File: src/rtl/gate_model_sequencer.sv
// gate_model_sequencer
// Drives pseudo-random vectors from an 18-bit LFSR into a combinational gate
// model, waits SETTLE cycles per vector, folds each 10-bit response into a
// 16-bit MISR and compares the final signature against a golden value.
//
// Handshake: start is a level sampled only while idle; a run is accepted on
// the first rising edge that sees start=1 in IDLE. done is a one-cycle pulse
// that marks the cycle in which pass is first valid. abort cancels a running
// sequence (SETTLE/CAPTURE) on the next edge without producing done.
module gate_model_sequencer #(
    parameter int SETTLE = 2
) (
    input  logic        clk,
    input  logic        rst_n,
    input  logic        start,
    input  logic        abort,
    input  logic [15:0] num_vec,
    input  logic [17:0] seed,
    input  logic [15:0] golden,
    output logic [17:0] dut_in,
    input  logic [9:0]  dut_out,
    output logic        busy,
    output logic        done,
    output logic        pass,
    output logic [15:0] signature,
    output logic [15:0] vec_cnt
);

    typedef enum logic [1:0] {
        S_IDLE    = 2'd0,
        S_SETTLE  = 2'd1,
        S_CAPTURE = 2'd2,
        S_DONE    = 2'd3
    } state_t;

    localparam logic [3:0] SETTLE_LAST = 4'(SETTLE - 1);

    state_t      state;
    logic [3:0]  settle_cnt;
    logic [15:0] num_vec_q;
    logic        pass_q;
    logic [15:0] misr_next;
    logic [17:0] lfsr_next;
    logic [15:0] cnt_next;

    // Next MISR, LFSR and vector count values applied in CAPTURE
    always_comb begin
        misr_next = {signature[14:0], 1'b0}
                  ^ (signature[15] ? 16'h1021 : 16'h0000)
                  ^ {6'b0, dut_out};
        lfsr_next = {dut_in[16:0], dut_in[17] ^ dut_in[10]};
        cnt_next  = vec_cnt + 16'd1;
    end

    // pass reflects the live comparison during DONE so it is valid with done,
    // and the registered result afterwards until the next accepted start
    assign pass = (state == S_DONE) ? (signature == golden) : pass_q;

    // Sequencer FSM with registered outputs
    always_ff @(posedge clk or negedge rst_n) begin
        if (!rst_n) begin
            state      <= S_IDLE;
            settle_cnt <= 4'd0;
            num_vec_q  <= 16'd0;
            dut_in     <= 18'd0;
            signature  <= 16'hFFFF;
            vec_cnt    <= 16'd0;
            busy       <= 1'b0;
            done       <= 1'b0;
            pass_q     <= 1'b0;
        end else begin
            case (state)
                S_IDLE: begin
                    done <= 1'b0;
                    if (start) begin
                        num_vec_q  <= num_vec;
                        dut_in     <= (seed == 18'd0) ? 18'h00001 : seed;
                        signature  <= 16'hFFFF;
                        vec_cnt    <= 16'd0;
                        pass_q     <= 1'b0;
                        settle_cnt <= 4'd0;
                        if (num_vec == 16'd0) begin
                            state <= S_DONE;
                            done  <= 1'b1;
                        end else begin
                            state <= S_SETTLE;
                            busy  <= 1'b1;
                        end
                    end
                end
                S_SETTLE: begin
                    if (abort) begin
                        state  <= S_IDLE;
                        busy   <= 1'b0;
                        pass_q <= 1'b0;
                    end else if (settle_cnt == SETTLE_LAST) begin
                        state <= S_CAPTURE;
                    end else begin
                        settle_cnt <= settle_cnt + 4'd1;
                    end
                end
                S_CAPTURE: begin
                    if (abort) begin
                        state  <= S_IDLE;
                        busy   <= 1'b0;
                        pass_q <= 1'b0;
                    end else begin
                        signature  <= misr_next;
                        dut_in     <= lfsr_next;
                        vec_cnt    <= cnt_next;
                        settle_cnt <= 4'd0;
                        if (cnt_next == num_vec_q) begin
                            state <= S_DONE;
                            busy  <= 1'b0;
                            done  <= 1'b1;
                        end else begin
                            state <= S_SETTLE;
                        end
                    end
                end
                S_DONE: begin
                    done   <= 1'b0;
                    pass_q <= (signature == golden);
                    state  <= S_IDLE;
                end
                default: begin
                    state <= S_IDLE;
                    busy  <= 1'b0;
                    done  <= 1'b0;
                end
            endcase
        end
    end

endmodule

File: config.mk
export PLATFORM = sky130hd
export DESIGN_NAME = gate_model_sequencer
export DESIGN_NICKNAME = d
export VERILOG_FILES = /design/src/rtl/gate_model_sequencer.sv
export SDC_FILE = /design/constraint.sdc
export NUM_CORES = 1
export LEC_CHECK = 0
export CAP_MARGIN = 20
export CORE_ASPECT_RATIO = 1.5
export CORE_MARGIN = 8
export CORE_UTILIZATION = 35
export CTS_CLUSTER_DIAMETER = 80
export DETAILED_ROUTE_END_ITERATION = 7
export HOLD_SLACK_MARGIN = 0.02
export SLEW_MARGIN = 20
export SYNTH_ARGS = -nofsm -noshare
export SYNTH_HDL_FRONTEND = slang
export SYNTH_SLANG_ARGS = --single-unit
File: constraint.sdc
create_clock -name clk -period 2.45 [get_ports clk]
set_input_delay 0.49 -clock clk [delete_from_list [all_inputs] [get_ports clk]]
set_output_delay 0.49 -clock clk [all_outputs]
set_load 0.01 [all_outputs]
# Word-level counts from Yosys, hierarchy flattened
# Cells that the tools add are included.
# Widths: inputs -> output; s select.
[op_classes] mux=37 eq_ne=16 reduce_logical=14 n_addsub=2 n_bitwise=3
[op_table] operator="$mux 16" count=4
[op_table] operator="$pmux 16 s2" count=2
[op_table] operator="$mux 18" count=3
[op_table] operator="$pmux 18 s2" count=1
[op_table] operator="$eq 16x16->1" count=2
[op_table] operator="$logic_not 18->1" count=1
[op_table] operator="$add 16x1->16 const B" count=1
[op_table] operator="$logic_not 16->1" count=1
[op_table] operator="$mux 4" count=4
[op_table] operator="$xor 16x10->16" count=1
[op_table] operator="$xor 16x13->16" count=1
[op_table] operator="$ne 2x2->1 const B" count=7
[op_table] operator="$mux 13" count=1
[op_table] operator="$mux 2" count=6
[op_table] operator="$pmux 4 s3" count=1
[op_table] operator="$mux 1" count=11
[op_table] operator="$reduce_and 5->1" count=2
[op_table] operator="$pmux 1 s3" count=3
[op_table] operator="$pmux 2 s4" count=1
[op_table] operator="$ne 3x3->1 const B" count=2
[op_table] operator="$reduce_and 2->1" count=3
[op_table] operator="$reduce_and 3->1" count=2
[op_table] operator="$reduce_bool 3->1" count=2
[op_table] operator="$add 4x1->4 const B" count=1
[op_table] operator="8 further kinds" count=9
[totals] out_inout_bits=53 elab_cells=81 regBits=75 input_bits=64

# Longest topological paths before layout
# Gate-level depths: netlist (run 1).
[depth] word_depth=5 ltp_mapped=10 depth_no_buf=9

# Worst setup path after synthesis (run 1)
# OpenSTA, ideal clock, no wires.
[synth_timing] kind="register to register" start="register vec_cnt[4]" end="register state[1]" path_buffers=2 required_ps=2363 t_arrival_ps=2226 path_slack_ps=137 stages_incl_launch_ff=10 setup_ps=87 cell_sequence="dfrtp_1 -> buf_6 -> and4_1 -> buf_6 -> nand2_4 -> or4_4 -> a2111oi_4 -> nand4_2 -> o21a_1 -> a211oi_2"
[synth_between] elab_chain_cells=5
[synth_lines] element="start: declaration" line_no="26" source="output logic [15:0] vec_cnt"
[synth_lines] element="start signal: assignment" line_no="110" source="vec_cnt <= cnt_next;"
[synth_lines] element="$add 16x1->16" line_no="52" source="cnt_next = vec_cnt + 16'd1;"
[synth_lines] element="$eq 16x16->1" line_no="112" source="if (cnt_next == num_vec_q) begin"
[synth_lines] element="$mux 2" line_no="112"
[synth_lines] element="$mux 2" line_no="103" source="if (abort) begin"
[synth_lines] element="$pmux 2 s4" line_no="72" source="case (state)"
[synth_lines] element="end signal: assignment" line_no="104" source="state <= S_IDLE;"
[synth_lines] element="end signal: assignment" line_no="113" source="state <= S_DONE;"
[synth_lines] element="end signal: assignment" line_no="117" source="state <= S_SETTLE;"
[synth_lines] element="end: declaration" line_no="38" source="state_t state;"
# Every way passes these cells.
# A chain may end at the register's enable or synchronous reset.

# Worst setup path after layout (run 1)
[layout_timing] start="register signature[2]" end="output port pass"
[layout_between] elab_chain_cells=2
[layout_lines] element="start: declaration" line_no="25" source="output logic [15:0] signature,"
[layout_lines] element="start signal: assignment" line_no="108" source="signature <= misr_next;"
[layout_lines] element="$eq 16x16->1" line_no="57" source="assign pass = (state == S_DONE) ? (signature == golden) : pass_q;"
[layout_lines] element="$mux 1" line_no="57"
[layout_lines] element="end: declaration" line_no="24" source="output logic pass,"
# Every way passes these cells.

==> results.md, run 1 <==
- Power Density: 1017 nW/um^2
- Final setup violation count: 0
- Post-synth top area share: 33.86%
- Vertical die dimension: 152.7 um
- Remaining routing DRC violations: 0
- Post-layout instance area: 6352 um^2
- Wire length of the first global-routing pass: 21110 um
- Crit path cell chain: xnor2_1 -> nand4_1 -> nor4_2 -> buf_4 -> nand3_2 -> o21ai_1 -> buf_2
- Critical Path Max Stage Delay: 0.55 ns
- Pin count of the biggest net entering global routing: 40
- Quantity of I/O buffers inserted on ports: 116
- Master cell of the clock root buffer: clkbuf_16
- CTS Buf Count: 9
- Vias: 3860
- Initial core utilization: 35.38%
- Netlist Area Pre-Place: 4360 um^2
- Aggregate negative setup slack: 0 ns
- Die width: 107.1 um
- Standard-cell row count: 50
- Place WS: -0.6296 ns
- Synthesis-stage register bit count: 75
- Outcome: complete, no violations
- H-tree Lvls: 3
- Cell type contributing the most total cell area after synthesis: dfrtp_1
- Leakage: 2.613 nW
- Count of flip-flops with a built-in enable after synthesis: 0
- Boundary pin count: 117
- Number of antenna violations at the first check in global routing: 0
- Detailed placer's ending HPWL: 9968 um
- All-Layer GR Usage: 16.01%
- RSZ-0062 raised after global routing: true
- Worst IR Drop VDD: 0.0004310 V
- Die footprint: 16360 um^2
- Maximum operating frequency: 0.4104 GHz
- Hold crit path type: in -> async
- Dominant cells by area after synthesis: dfrtp_1, dfstp_2, xnor2_1
- Actual transition at the worst max-transition pin: 0.5175 ns
- Proportion of layout cells with a drive suffix above 1: 22.00%
- Skew final: 0.008248 ns
- Proportion of synthesized chip area in sequential cells: 43.50%
- Clock transition at the registers of the reported paths: 0.06 ns
- Number of instances in the synthesized netlist: 440
- Source-to-sink clock delay at the later pin of the worst-skew pair: 0.33 ns
- Number of antenna repair diodes: 0
- Arrival @ worst endpoint: 1.95 ns
- MaxCap Viol Count: 0
- Synthesized net count: 512
- Final number of max-transition violations: 0
- TritonCTS sink count: 75
- GP Congestion: 0.8556
- Worst R2R Setup Slack: 0.09 ns
- CTS max path bufs: 2
- Final critical path time including I/O delays and setup: 2.437 ns
- Number of global-route vias before repair: 4104
- CP max-delay cell: dfstp_2
- Min setup slack post-route: 0.01329 ns
- GRT Residual Overflow: 0
- Post-detailed-route via-to-cell ratio: 5.106
- Clock tree from TritonCTS: built
- Async SR Flop Fraction: 100.0%
- Area delta synth->final: 45.68%
- Number of detailed-routing iterations run before antenna repair: 4
- Reg2Reg Depth: 9
- Worst Path Required: 1.96 ns
- Final-layout worst hold slack: 0.1326 ns
- Fin crit share: 99.46%
- Wire length per cell after detailed routing: 16.76 um
- Maximum fanout count along the critical path: 2
- Final Core Density: 51.54%
- Final Hold Violating Endpoints: 0
- Crit start category: flip-flop
- Most frequently used flop master after synthesis: dfrtp_1
- Top cell types by occurrence after synthesis: dfrtp_1, xnor2_1, nand2_1
- Ys Warns: 0
- Average footprint of a synthesized cell: 9.910 um^2
- Type of destination of the critical path: output port
- 1st-iter DRT viols: 148
- Start-to-end type of the worst setup path: reg -> out
- Hold Buf Count CTS: 0
- Post-Place Cell Area: 5984 um^2
- Number of distinct library cells after synthesis: 58
- Area inside the core boundary: 12320 um^2
- Max-Slew Margin vs Limit: 65.50%
- Remaining antenna violation count after routing: 0
- Total Routed Length: 12670 um
- Most common cell in the synthesized netlist: dfrtp_1
- Number of nets at the end of the flow: 667
[path summary, 6_finish.rpt]
path,from,end
worst max-delay path,signature[2],pass
worst min-delay path,rst_n,num_vec_q[8]
worst max register to register,vec_cnt[0],state[1]
worst min register to register,dut_in[9],dut_in[9]
max in group asynchronous,rst_n,vec_cnt[1]
min in group clk,dut_in[9],dut_in[9]
[registers in the layout, indices dropped and copies added (netlist names)]
register / count
pass_q: 1
num_vec_q: 16
settle_cnt: 4
state: 2
signature: 16
busy: 1
vec_cnt: 16
done: 1
dut_in: 18
[worst max-delay path, delay by kind of cell, from the launching register on]
kind / cells / cell delay [ns]
compound gates: 1 / 0.08
xor+xnor: 1 / 0.12
buf+inv: 2 / 0.31
flops: 1 / 0.55
simple gates: 3 / 0.54
[cell families after synthesis]
group / after synthesis / share of synthesized area, %
AND/OR/NAND/NOR: 141 / 17.04
AO/OA/AOI/OAI: 101 / 15.07
flip-flops: 75 / 43.50
XOR/XNOR: 51 / 10.24
multiplexers: 34 / 8.264
buffers and inverters: 30 / 3.587
adder cells (fa/ha/maj): 8 / 2.296
[per-stage QoR]
stage                     power [mW]  std cells
after detailed placement       5.148        739
after floorplan                3.867        440
after global routing           6.943        756
final                          6.463        756
after CTS                      6.540        756
after global placement         5.067        739
[layout by cell type, fill, tap and decap left out, types with 3 or more instances in the layout]
master	count
clkbuf_16	9
nor3_1	9
ha_1	8
xnor2_1	40
o31ai_1	8
xor2_1	5
mux2_2	16
nor2b_1	3
buf_4	50
or2_2	3
or2b_2	3
o41ai_1	3
inv_1	7
o22a_1	5
nand2_1	43
nor4_1	11
nor3b_1	5
clkdlybuf4s50_1	102
xnor2_2	6
a21o_1	3
a22o_1	4
o21ai_0	35
dlygate4sd2_1	12
a21oi_1	23
nand3_1	9
nor2_1	24
dfstp_2	16
nand4_1	10
dfrtp_1	58
mux2i_1	18
[layout make-up]
| type | instances | area [um^2] |
|---|---|---|
| multi-input cells | 335 | 2384 |
| fillers | 1148 | 5972 |
| inverters | 7 | 26.28 |
| repair buffers | 167 | 1546 |
| flip-flops and latches | 75 | 1898 |
| clock buffers | 10 | 239.0 |
| well taps | 156 | 195.2 |
| clock inverters | 6 | 63.81 |
[timing repair]
item,in CTS,in global routing
setup endpoints to repair,1,4
pin swaps,12,2
resized for setup,25,6
buffers inserted,1,0
[power by group]
part           internal, mW  switching [mW]
registers              1.72           0.357
clock network         0.816           0.511
logic                  1.57            1.49
[routing by layer]
metal	share of wire, %	vias up	GRT usage, %
met3	5.0	14	4.107
li1	-	1902	-
met5	0	-	0
met1	41	1858	18.26
met2	52	86	27.73
met4	1.9	0	5.724
Note: power is estimated with default switching activity, not from simulation.
==> run 2, diff against run 1 <==
Settings changed: CAP_MARGIN 20 to 10, SLEW_MARGIN 20 to 25.
==> results of run 2 <==
The final DEF is identical to that of run 1; final timing and power are the same.
